**src/rtl/vend_controller.sv**
```systemverilog
// Coin-operated vending controller: accumulates credit from single-cycle coin
// pulses, vends on select and returns change largest-coin-first.
module vend_controller #(
  parameter int PRICE      = 65,
  parameter int CREDIT_MAX = 200
) (
  input  logic       clk,
  input  logic       reset,
  input  logic       penny,
  input  logic       nickel,
  input  logic       dime,
  input  logic       quarter,
  input  logic       select,
  input  logic       cancel,
  output logic [7:0] credit,
  output logic       dispense,
  output logic       ret_quarter,
  output logic       ret_dime,
  output logic       ret_nickel,
  output logic       ret_penny,
  output logic       coin_reject,
  output logic       busy
);

  localparam logic [1:0] S_IDLE     = 2'd0;
  localparam logic [1:0] S_CREDIT   = 2'd1;
  localparam logic [1:0] S_DISPENSE = 2'd2;
  localparam logic [1:0] S_CHANGE   = 2'd3;

  localparam logic [7:0] PRICE_C = 8'(PRICE);
  localparam logic [7:0] MAX_C   = 8'(CREDIT_MAX);

  logic [1:0] state_q, state_d;
  logic [7:0] credit_q, credit_d;
  logic       dispense_q, dispense_d;
  logic       ret_q_q, ret_q_d;
  logic       ret_d_q, ret_d_d;
  logic       ret_n_q, ret_n_d;
  logic       ret_p_q, ret_p_d;
  logic       reject_q, reject_d;
  logic       busy_q, busy_d;

  logic [2:0] coin_cnt_s;
  logic       coin_any_s;
  logic [7:0] coin_val_s;
  logic [8:0] coin_sum_s;

  // Decode the coin sensor inputs into a count and a cent value.
  always_comb begin
    coin_cnt_s = {2'b00, penny} + {2'b00, nickel} + {2'b00, dime} + {2'b00, quarter};
    coin_any_s = (coin_cnt_s != 3'd0);
    case ({quarter, dime, nickel, penny})
      4'b1000: coin_val_s = 8'd25;
      4'b0100: coin_val_s = 8'd10;
      4'b0010: coin_val_s = 8'd5;
      4'b0001: coin_val_s = 8'd1;
      default: coin_val_s = 8'd0;
    endcase
    coin_sum_s = {1'b0, credit_q} + {1'b0, coin_val_s};
  end

  // Next-state, credit and pulse computation.
  always_comb begin
    state_d    = state_q;
    credit_d   = credit_q;
    dispense_d = 1'b0;
    ret_q_d    = 1'b0;
    ret_d_d    = 1'b0;
    ret_n_d    = 1'b0;
    ret_p_d    = 1'b0;
    reject_d   = 1'b0;
    case (state_q)
      S_IDLE, S_CREDIT: begin
        // Cancel with zero credit is a no-op, so a coin that cycle still counts.
        if (cancel && (credit_q != 8'd0)) begin
          state_d  = S_CHANGE;
          reject_d = coin_any_s;
        end else if (select && (credit_q >= PRICE_C)) begin
          dispense_d = 1'b1;
          credit_d   = credit_q - PRICE_C;
          state_d    = S_DISPENSE;
          reject_d   = coin_any_s;
        end else if (coin_cnt_s == 3'd1) begin
          if (coin_sum_s <= {1'b0, MAX_C}) begin
            credit_d = coin_sum_s[7:0];
            state_d  = S_CREDIT;
          end else begin
            reject_d = 1'b1;
          end
        end else begin
          reject_d = coin_any_s;
        end
      end
      S_DISPENSE: begin
        state_d  = (credit_q != 8'd0) ? S_CHANGE : S_IDLE;
        reject_d = coin_any_s;
      end
      S_CHANGE: begin
        reject_d = coin_any_s;
        if (credit_q >= 8'd25) begin
          ret_q_d  = 1'b1;
          credit_d = credit_q - 8'd25;
        end else if (credit_q >= 8'd10) begin
          ret_d_d  = 1'b1;
          credit_d = credit_q - 8'd10;
        end else if (credit_q >= 8'd5) begin
          ret_n_d  = 1'b1;
          credit_d = credit_q - 8'd5;
        end else if (credit_q >= 8'd1) begin
          ret_p_d  = 1'b1;
          credit_d = credit_q - 8'd1;
        end else begin
          credit_d = 8'd0;
        end
        if (credit_d == 8'd0) begin
          state_d = S_IDLE;
        end else begin
          state_d = S_CHANGE;
        end
      end
      default: begin
        state_d  = S_IDLE;
        credit_d = 8'd0;
      end
    endcase
    busy_d = (state_d == S_DISPENSE) || (state_d == S_CHANGE);
  end

  // State and registered outputs; reset discards any vend or change in flight.
  always_ff @(posedge clk) begin
    if (reset) begin
      state_q    <= S_IDLE;
      credit_q   <= 8'd0;
      dispense_q <= 1'b0;
      ret_q_q    <= 1'b0;
      ret_d_q    <= 1'b0;
      ret_n_q    <= 1'b0;
      ret_p_q    <= 1'b0;
      reject_q   <= 1'b0;
      busy_q     <= 1'b0;
    end else begin
      state_q    <= state_d;
      credit_q   <= credit_d;
      dispense_q <= dispense_d;
      ret_q_q    <= ret_q_d;
      ret_d_q    <= ret_d_d;
      ret_n_q    <= ret_n_d;
      ret_p_q    <= ret_p_d;
      reject_q   <= reject_d;
      busy_q     <= busy_d;
    end
  end

  assign credit      = credit_q;
  assign dispense    = dispense_q;
  assign ret_quarter = ret_q_q;
  assign ret_dime    = ret_d_q;
  assign ret_nickel  = ret_n_q;
  assign ret_penny   = ret_p_q;
  assign coin_reject = reject_q;
  assign busy        = busy_q;

endmodule

```
**config.mk**
```make
export PLATFORM = sky130hd
export DESIGN_NAME = vend_controller
export DESIGN_NICKNAME = d
export VERILOG_FILES = /design/src/rtl/vend_controller.sv
export SDC_FILE = /design/constraint.sdc
export NUM_CORES = 1
export LEC_CHECK = 0
export BUFFER_PORTS_ARGS = -buffer_cell sky130_fd_sc_hd__buf_4
export CAP_MARGIN = 30
export CORE_UTILIZATION = 60
export DETAILED_ROUTE_END_ITERATION = 10
export GPL_TIMING_DRIVEN = 0
export HOLD_SLACK_MARGIN = 0.06
export PLACE_DENSITY = 0.81
export SLEW_MARGIN = 20
export SYNTH_ARGS = -nofsm -noshare
export SYNTH_HDL_FRONTEND = slang
export SYNTH_SLANG_ARGS = --single-unit
```
**constraint.sdc**
```tcl
create_clock -name clk -period 3.6 [get_ports clk]
set_input_delay 0.18 -clock clk [delete_from_list [all_inputs] [get_ports clk]]
set_output_delay 0.18 -clock clk [all_outputs]
set_load 0.1 [all_outputs]
```
==> results of run 1 <==
## layer usage
layer / up-vias / wire, µm
met4: 0 / 88
met1: 1149 / 2720
met5: - / 0
met2: 142 / 2790
li1: 1156 / -
met3: 14 / 646
## metrics by stage
stage                     total power [mW]  hold slack (ns)  setup WS, ns  util (%)  instances
after global placement                1.72            0.645        0.0591      70.2        353
after CTS                             1.85            0.360         0.136      71.0        357
after detailed placement              1.74            0.653        0.0143      70.2        353
after global routing                  2.03            0.402        0.0170      71.2        357
final                                 1.91            0.375         0.181      71.2        357
after floorplan                       1.41            0.496        0.0570         -        286
## cells by family after synthesis
| family | synth area share, % |
|---|---|
| AND/OR/NAND/NOR | 29.0 |
| AO/OA/AOI/OAI | 35.3 |
| buffers and inverters | 5.61 |
| adder cells (fa/ha/maj) | 12.3 |
| flip-flops | 15.7 |
| XOR/XNOR | 1.62 |
| multiplexers | 0.463 |
## critical path, cell delays in order (launching register included)
cell       delay, ns
dfxtp_1         0.55
inv_1           0.26
ha_1            0.34
nor3b_2         0.52
o221ai_1        0.36
o221a_2         0.37
o32ai_1         0.20
o2111ai_1       0.22
nor4_2          0.34
o32ai_1         0.13
## synth_stat cells, drive strengths merged, types with 3 or more instances
master | number | area (µm²)
o21a | 3 | 22.5
nand2 | 18 | 67.6
buf | 7 | 38.8
a211o | 4 | 36.3
o32ai | 4 | 35.0
a21boi | 5 | 37.5
o21ai | 15 | 78.8
a211oi | 3 | 27.5
nand3 | 10 | 50.1
inv | 11 | 41.3
o211ai | 6 | 45.0
clkbuf | 11 | 41.3
or2 | 4 | 25.0
a31oi | 5 | 46.3
a21o | 6 | 45.0
nor4 | 7 | 43.8
nand2b | 5 | 31.3
dfxtp | 17 | 340
a221oi | 5 | 43.8
nor2 | 29 | 109
ha | 18 | 225
a2111oi | 4 | 35.0
and3 | 9 | 63.8
a21oi | 13 | 65.1
nand3b | 3 | 22.5
or4 | 3 | 22.5
o221ai | 3 | 26.3
nor3 | 12 | 65.1
xnor2 | 3 | 26.3
and2 | 4 | 25.0
nor3b | 5 | 42.5
## worst max-delay path by stage
| stage | start | to |
|---|---|---|
| finish | credit[1] | state_q[1] |
| global route | credit[1] | state_q[1] |
| CTS | credit[1] | busy |
| detailed placement | penny | credit[2] |
| global placement | penny | credit[2] |
| floorplan | credit[1] | busy |
## timing repair
action	4_1_cts	5_1_grt
endpoints found under the setup margin	0	4
buffers inserted	0	0
resized for setup	0	2
## sequential cells by signal, summed over array words and instances (netlist names)
| name | count |
|---|---|
| busy | 1 |
| state_q | 2 |
| credit | 8 |
| ret_nickel | 1 |
| ret_penny | 1 |
| coin_reject | 1 |
| ret_dime | 1 |
| ret_quarter | 1 |
| dispense | 1 |
## cell type report
cell class / count / area [µm²]
multi-input combinational: 240 / 1710
fill: 315 / 976
sequential: 17 / 340
timing repair buffer: 21 / 158
buffer: 18 / 80.1
tap: 46 / 57.6
inverter: 11 / 41.3
clock buffer: 3 / 22.5
clock inverter: 1 / 5.00
## power groups by stage
stage | combinational (mW) | sequential, mW | clock (mW)
after global routing | 1.63 | 0.278 | 0.121
after CTS | 1.46 | 0.273 | 0.114
after global placement | 1.44 | 0.278 | 0
final | 1.53 | 0.275 | 0.112
after detailed placement | 1.46 | 0.277 | 0
after floorplan | 0.930 | 0.475 | 0
==> run_results.csv, run 1 <==
group,metric,value,unit
timing,setup_violations,0,
cells_and_area,final_cell_mix,"nor2_1 (29), buf_4 (21), nand2_1 (18), ha_1 (18), dfxtp_1 (17)",
placement,gp_congestion,0.951,
global_routing,grtUsageMet3,7.04,%
global_routing,gr-total-overflow,0,
global_routing,top_usage_layer,"met2",
cells_and_area,finalInstanceArea,0.00241,mm²
pwr,switchingPower,1.16,mW
drt,first_pass_iters,5,
synthesis,async_flop_share,0,%
clock_tree,clkTransAtPathRegs,0.11,ns
clock_tree,cts_tree,"yes",
timing,worstMarginPinSlew,0.796,ns
floorplanning,chipWidth,62.0,µm
floorplanning,dieHeight,62.0,µm
hold_path,min_from,"dime",
global_routing,grt_max_degree,11,
placement,place_area,0.00238,mm²
floorplanning,rows,21,
synthesis,syn_avg_cell_area,7.56,µm²
floorplanning,initial_core_util,63.8,%
cells_and_area,final_common_cell,"nor2_1",
clock_tree,h-tree-depth,1,
global_routing,grt_use_total,33.6,%
synthesis,yosys_warnings,0,
clock_tree,clockBufferDepth,2,
timing,final_hold_viol_count,0,
worst_setup_path,cp_max_fo,9,
floorplanning,core,0.00339,mm²
clock_tree,ctsHoldBuffers,0,
global_routing,met1_usage,47.0,%
pwr,swShare,60.7,%
drt,via_count,2461,
drt,via_per_inst,6.89,
drt,antenna_left,0,
global_routing,grt_pass1_vias,1947,
timing,rsz0062_at_grt,"false",
cells_and_area,nets,340,
worst_setup_path,r2r_setup_slack,0.18,ns
synthesis,ys_seq_area_share,15.7,%
synthesis,synth.net_count,314,
pwr,p_leak,1.01,nW
job,max_cap_viol_count,0,
cells_and_area,drive_gt1_share,16.1,%
worst_setup_path,criticalPathCategory,"flop to flop",
global_routing,antenna_found_initial,0,
drt,drt-wirelength-per-cell,17.5,µm
drt,wirelength,6250,µm
timing,max-slew-margin-rel,46.8,%
hold_path,holdPathEnd,"coin_reject",
worst_setup_path,reg2reg_to,"state_q[1]",
pwr,pwr-share-seq,14.4,%
worst_setup_path,r2r_start,"credit[1]",
synthesis,synthesis.instances,286,
worst_setup_path,critPathCaptureType,"flop",
floorplanning,io_pins,23,
pwr,vdd_drop_max,0.000605,V
drt,first_iter_violations,263,
clock_tree,cts_buffers,3,
timing,fmax,0.293,GHz
pwr,p_clk_share,5.9,%
synthesis,ys_seq_elements,17,
status,status,"finished clean",
synthesis,syn-cell-area,0.00216,mm²
timing,final-max-slew-violation-count,0,
hold_path,hp-class,"primary input to flop",
cells_and_area,areaGrowthSynthToFinish,11.6,%
pwr,pwr_density_cell,793,mW/mm²
synthesis,synth_edf_count,0,
global_routing,grt_pass1_wl,9420,µm
cells_and_area,diodes,0,
timing,tns,0,ns
clock_tree,cts_num_sinks,17,
worst_setup_path,cp.required,3.78,ns
synthesis,synth_ff_type,"dfxtp_1",
placement,hpwlAfterDp,4770,µm
timing,finalCritPeriodShare,95.0,%
pwr,p_comb_share,79.8,%
hold_path,worstHoldPathCells,4,
pwr,p_int,0.752,mW
synthesis,synthDistinctLibCells,71,
clock_tree,cts_root_buf,"clkbuf_4",
timing,fin_skew,0.00440,ns
timing,fin_crit,3.42,ns
worst_setup_path,crit_path_start_kind,"flop",
floorplanning,dieArea,0.00385,mm²
worst_setup_path,worstPathArrival,3.60,ns
placement,portBuffers,21,
global_routing,use_met2,52.3,%
clock_tree,clkLatencyLatePin,0.31,ns
drt,drc,0,
worst_setup_path,rr_worst_depth,9,
(Power assumes the default switching activity.)
==> run 2, diff against run 1 <==
- BUFFER_PORTS_ARGS: -buffer_cell sky130_fd_sc_hd__buf_4 -> -buffer_cell sky130_fd_sc_hd__buf_2
==> run_results.csv, run 2 (synthesized netlist as in run 1, its figures left out) <==
group,metric,value,unit
global_routing,use_met2,53.0,%
worst_setup_path,worstPathArrival,3.59,ns
clock_tree,clockBufferDepth,2,
cells_and_area,fillers,291,
drt,first_pass_iters,5,
status,status,"finished clean",
placement,pre_cts_slack,-0.0211,ns
global_routing,grtUsageMet3,5.38,%
floorplanning,dieHeight,62.0,µm
placement,portBuffers,21,
cells_and_area,final_cell_mix,"nor2_1 (29), buf_2 (25), nand2_1 (18), ha_1 (18), dfxtp_1 (17)",
drt,wirelength,6080,µm
clock_tree,cts_num_sinks,17,
timing,max-slew-margin-rel,48.8,%
worst_setup_path,crit_path_start_kind,"primary input",
global_routing,gr-total-overflow,0,
floorplanning,io_pins,23,
clock_tree,cts_tree,"yes",
floorplanning,rows,21,
cells_and_area,diodes,0,
placement,hpwlAfterDp,4660,µm
timing,final-max-slew-violation-count,0,
cells_and_area,drive_gt1_share,16.1,%
worst_setup_path,criticalPathCategory,"primary input to flop",
worst_setup_path,cp.required,3.82,ns
pwr,p_leak,1.01,nW
timing,fin_crit,3.37,ns
pwr,vdd_drop_max,0.000714,V
clock_tree,cts_buffers,3,
hold_path,hp-class,"primary input to flop",
clock_tree,clkTransAtPathRegs,0.11,ns
global_routing,grt_pass1_wl,9380,µm
floorplanning,initial_core_util,63.8,%
global_routing,grt_max_degree,11,
global_routing,met1_usage,47.5,%
floorplanning,core,0.00339,mm²
clock_tree,ctsHoldBuffers,0,
global_routing,top_usage_layer,"met2",
worst_setup_path,critPathCaptureType,"flop",
drt,first_iter_violations,272,
drt,antenna_left,0,
timing,final_hold_viol_count,0,
timing,fmax,0.297,GHz
cells_and_area,nets,340,
clock_tree,cts_root_buf,"clkbuf_4",
drt,drc,0,
clock_tree,clkLatencyLatePin,0.30,ns
global_routing,antenna_found_initial,0,
global_routing,grt_pass1_vias,1979,
drt,via_per_inst,6.68,
cells_and_area,regArea,340,µm²
worst_setup_path,cp_max_fo,10,
placement,gp_congestion,0.936,
timing,setup_ws,0.233,ns
floorplanning,chipWidth,62.0,µm
timing,finalCritPeriodShare,93.5,%
timing,worstMarginPinSlew,0.766,ns
cells_and_area,post-route-util,69.8,%
cells_and_area,multiInputGateArea,0.00172,mm²
drt,via_count,2384,
floorplanning,dieArea,0.00385,mm²
timing,rsz0062_at_grt,"false",
job,max_cap_viol_count,0,
drt,drt-wirelength-per-cell,17.0,µm
cells_and_area,final_common_cell,"nor2_1",
global_routing,grt_use_total,33.3,%
cells_and_area,largest_reg_flops,8,
timing,fin_skew,0.00809,ns
cells_and_area,areaGrowthSynthToFinish,9.43,%
timing,setup_violations,0,
pwr,pwr_density_cell,799,mW/mm²
clock_tree,h-tree-depth,1,
## run 2: changes by cell type in the layout (fill, tap and decap cells not counted)
cell,before,now
buf_2,4,25
buf_4,21,0
nor3b_4,0,1
nor3b_2,1,0
## run 2: metal layers
layer  vias up  share of wire (%)
met5         -                  0
met4         0                1.6
met2       128                 44
met3        12                 10
li1       1153                  -
met1      1091                 44
## run 2: path summary, 6_finish.rpt
kind / start / endpoint / slack (ns) / cells after the start
max: penny / credit[2] / 0.23 / 14
min: dime / coin_reject / 0.39 / 4
max reg2reg: credit[2] / credit[7] / 0.31 / 10
min reg2reg: state_q[0] / state_q[1] / 0.67 / 3
## run 2: power by group
group | internal (mW) | switching (mW) | total, mW
clock network | 0.0415 | 0.0681 | 0.110
logic | 0.468 | 1.04 | 1.51
registers | 0.228 | 0.0472 | 0.276
total | 0.738 | 1.15 | 1.89
## run 2: final cells by class
class / count / area share [%]
plain buffers: 18 / 3.38
clock buffers: 3 / 0.951
clock inverters: 1 / 0.211
inverters: 11 / 1.74
multi-input cells: 240 / 72.5
flip-flops and latches: 17 / 14.4
well taps: 46 / 2.43
repair buffers: 21 / 4.44
## run 2: critical path, stage by stage
cell      delay [ns]
buf_2           0.09
inv_1           0.07
ha_1            0.21
nor3_1          0.16
nor3_1          0.08
ha_1            0.23
fa_1            0.45
xor2_1          0.21
o32a_1          0.33
a22oi_1         0.34
o32a_2          0.24
a31oi_4         0.15
or4_1           0.55
a311oi_1        0.28
## run 2: what timing repair did
action	in CTS	in global routing
endpoints found under the setup margin	0	4
resized for setup	0	3
buffers inserted	0	0
## run 2: stage by stage
| step | total power [mW] | hold WS [ns] | cell area (µm²) | setup TNS [ns] | std cells |
|---|---|---|---|---|---|
| after global placement | 1.70 | 0.647 | 2330 | 0 | 353 |
| final | 1.89 | 0.391 | 2370 | 0 | 357 |
| after CTS | 1.82 | 0.378 | 2350 | 0 | 357 |
| after floorplan | 1.41 | 0.496 | 2160 | 0 | 286 |
| after global routing | 2.01 | 0.412 | 2370 | 0 | 357 |
| after detailed placement | 1.71 | 0.652 | 2330 | -0.0211 | 353 |
==> run 3, diff against run 2 <==
- CORE_UTILIZATION: 60 -> 35
- PLACE_DENSITY: 0.81 -> not set
- clock period: 3.6 -> 2.9 ns (I/O delays scaled with it)
==> run_results.csv, run 3 (synthesized netlist as in run 1, its figures left out) <==
group,metric,value,unit
status,status,"complete, but fails checks",
status,violations,"negative setup slack",
global_routing,grt_pass1_vias,2271,
clock_tree,clockBufferDepth,2,
drt,via_per_inst,6.44,
worst_setup_path,crit_path_cell_trace,"buf_8 -> inv_8 -> ha_4 -> nor3_4 -> nor3_2 -> ha_2 -> fa_2 -> a21o_1 -> a221o_2 -> a31o_4 -> o21ai_4 -> a31oi_4 -> or4_1 -> a311oi_1",
timing,final-max-slew-violation-count,0,
worst_setup_path,cp.required,3.07,ns
global_routing,grt_max_degree,11,
worst_setup_path,critPathCaptureType,"flop",
clock_tree,clkTransAtPathRegs,0.08,ns
pwr,switchingPower,1.64,mW
global_routing,gr-total-overflow,0,
drt,first_iter_violations,320,
clock_tree,h-tree-depth,1,
hold_path,hp-class,"primary input to flop",
placement,portBuffers,21,
hold_path,min_from,"cancel",
worst_setup_path,cpMaxStageDelayCell,"or4_1",
pwr,p_comb_share,80.3,%
floorplanning,core,0.00596,mm²
worst_setup_path,r2r_start,"credit[0]",
timing,setup_ws,-0.0271,ns
timing,rsz0062_at_grt,"true",
pwr,pwr_density_cell,956,mW/mm²
drt,antenna_left,0,
worst_setup_path,cp_max_fo,5,
placement,pre_cts_slack,-0.484,ns
worst_setup_path,r2r_setup_slack,0.02,ns
timing,max-slew-margin-rel,58.4,%
pwr,vdd_drop_max,0.000596,V
global_routing,grt_pass1_wl,11500,µm
timing,worstMarginPinSlew,0.621,ns
worst_setup_path,path_delay_family,"compound AO/OA/AOI/OAI gates",
worst_setup_path,worstPathArrival,3.10,ns
timing,setup_violations,2,
floorplanning,initial_core_util,36.3,%
floorplanning,rows,28,
timing,final_hold_viol_count,0,
worst_setup_path,cp_num_buf_inv,2,
floorplanning,chipWidth,80.6,µm
cells_and_area,drive_gt1_share,35.1,%
timing,fin_crit,2.93,ns
cells_and_area,final_cell_mix,"nor2_1 (27), buf_2 (23), nand2_1 (18)",
drt,drc,0,
cells_and_area,largest_reg_flops,8,
drt,first_pass_iters,5,
floorplanning,dieHeight,80.6,µm
cells_and_area,diodes,0,
global_routing,grt_use_total,23.1,%
clock_tree,cts_num_sinks,17,
worst_setup_path,reg2reg_to,"credit[2]",
timing,fin_skew,0.0100,ns
worst_setup_path,rr_worst_depth,9,
pwr,p_clk_share,6.9,%
pwr,pwr-share-seq,12.8,%
worst_setup_path,criticalPathCategory,"primary input to flop",
global_routing,antenna_found_initial,0,
cells_and_area,final_common_cell,"nor2_1",
clock_tree,clkLatencyLatePin,0.26,ns
timing,tns,-0.0420,ns
cells_and_area,nets,357,
drt,via_count,2597,
job,max_cap_viol_count,0,
drt,wirelength,7360,µm
worst_setup_path,crit_path_start_kind,"primary input",
pwr,p_int,1.13,mW
clock_tree,cts_buffers,3,
hold_path,holdPathEnd,"dispense",
clock_tree,cts_tree,"yes",
cells_and_area,areaGrowthSynthToFinish,34.1,%
pwr,p_leak,1.17,nW
clock_tree,cts_root_buf,"clkbuf_8",
pwr,swShare,59.3,%
floorplanning,dieArea,0.00650,mm²
placement,gp_congestion,0.957,
worst_setup_path,critPathMaxStageDelay,0.50,ns
floorplanning,io_pins,23,
placement,hpwlAfterDp,5110,µm
timing,finalCritPeriodShare,101,%
hold_path,worstHoldPathCells,3,
drt,drt-wirelength-per-cell,18.3,µm
timing,fmax,0.342,GHz
run 3: cell types whose count changed in the layout (fill, tap and decap cells not counted), moves of 3 or more:
cell and change:
ha_4 +4, ha_1 -7, dfxtp_2 +4, nor3_1 -3, clkbuf_2 +4, inv_1 -3, dfxtp_1 -6, buf_4 +15
clkbuf_4 -3, clkbuf_8 +3, ha_2 +3, clkbuf_1 -4, o21ai_0 -4
run 3: layer usage:
| metal | wire length (µm) | track usage [%] |
|---|---|---|
| met1 | 3070 | 29.8 |
| met2 | 3490 | 38.6 |
| met3 | 519 | 1.93 |
| met4 | 282 | 10.7 |
| met5 | 0 | 0 |
run 3: area by class of cell:
type / instances / area, µm²
timing repair buffer: 38 / 260
fill: 601 / 3060
multi-input combinational: 241 / 2000
sequential: 17 / 353
clock buffer: 4 / 45.0
tap: 75 / 93.8
inverter: 11 / 65.1
buffer: 17 / 81.3
run 3: power groups by stage:
stage	Clock, mW	Combinational, mW	Sequential (mW)
finish	0.191	2.23	0.354
global route	0.200	2.37	0.359
CTS	0.194	1.96	0.349
detailed placement	0	1.82	0.350
global placement	0	1.84	0.351
floorplan	0	1.17	0.597
run 3: per-stage QoR:
step           util, %  hold WS (ns)  std cells  area [µm²]  power (mW)
2_1_floorplan        -         0.461        286        2270        1.77
3_3_place_gp      41.4         0.600        382        2460        2.19
3_5_place_dp      41.4         0.585        382        2460        2.17
4_1_cts           46.8         0.428        400        2790        2.51
5_1_grt           48.7         0.400        403        2900        2.93
6_report          48.7         0.370        403        2900        2.77
run 3: repair_timing:
item / CTS / global route
gates resized for setup: 38 / 23
setup endpoints to repair: 11 / 10
gates cloned: 1 / 0
hold buffers: 0 / 0
pin swaps: 20 / 10
setup buffers: 14 / 3
run 3: worst reg2reg max path: cells and delay by family, from the launching register on:
kind | cells | cell delay (ns)
AOI/OAI and AO/OA | 6 | 1.35
adders and majority gates | 2 | 0.57
DFF | 1 | 0.37
and+or+nand+nor | 1 | 0.50
run 3: worst max-delay path by stage:
| stage | from | endpoint | cells after the start |
|---|---|---|---|
| after global placement | credit[0] | busy | 10 |
| after floorplan | nickel | credit[2] | 13 |
| after CTS | penny | credit[2] | 14 |
| after detailed placement | nickel | credit[7] | 14 |
| final | penny | credit[2] | 14 |
| after global routing | penny | credit[2] | 14 |
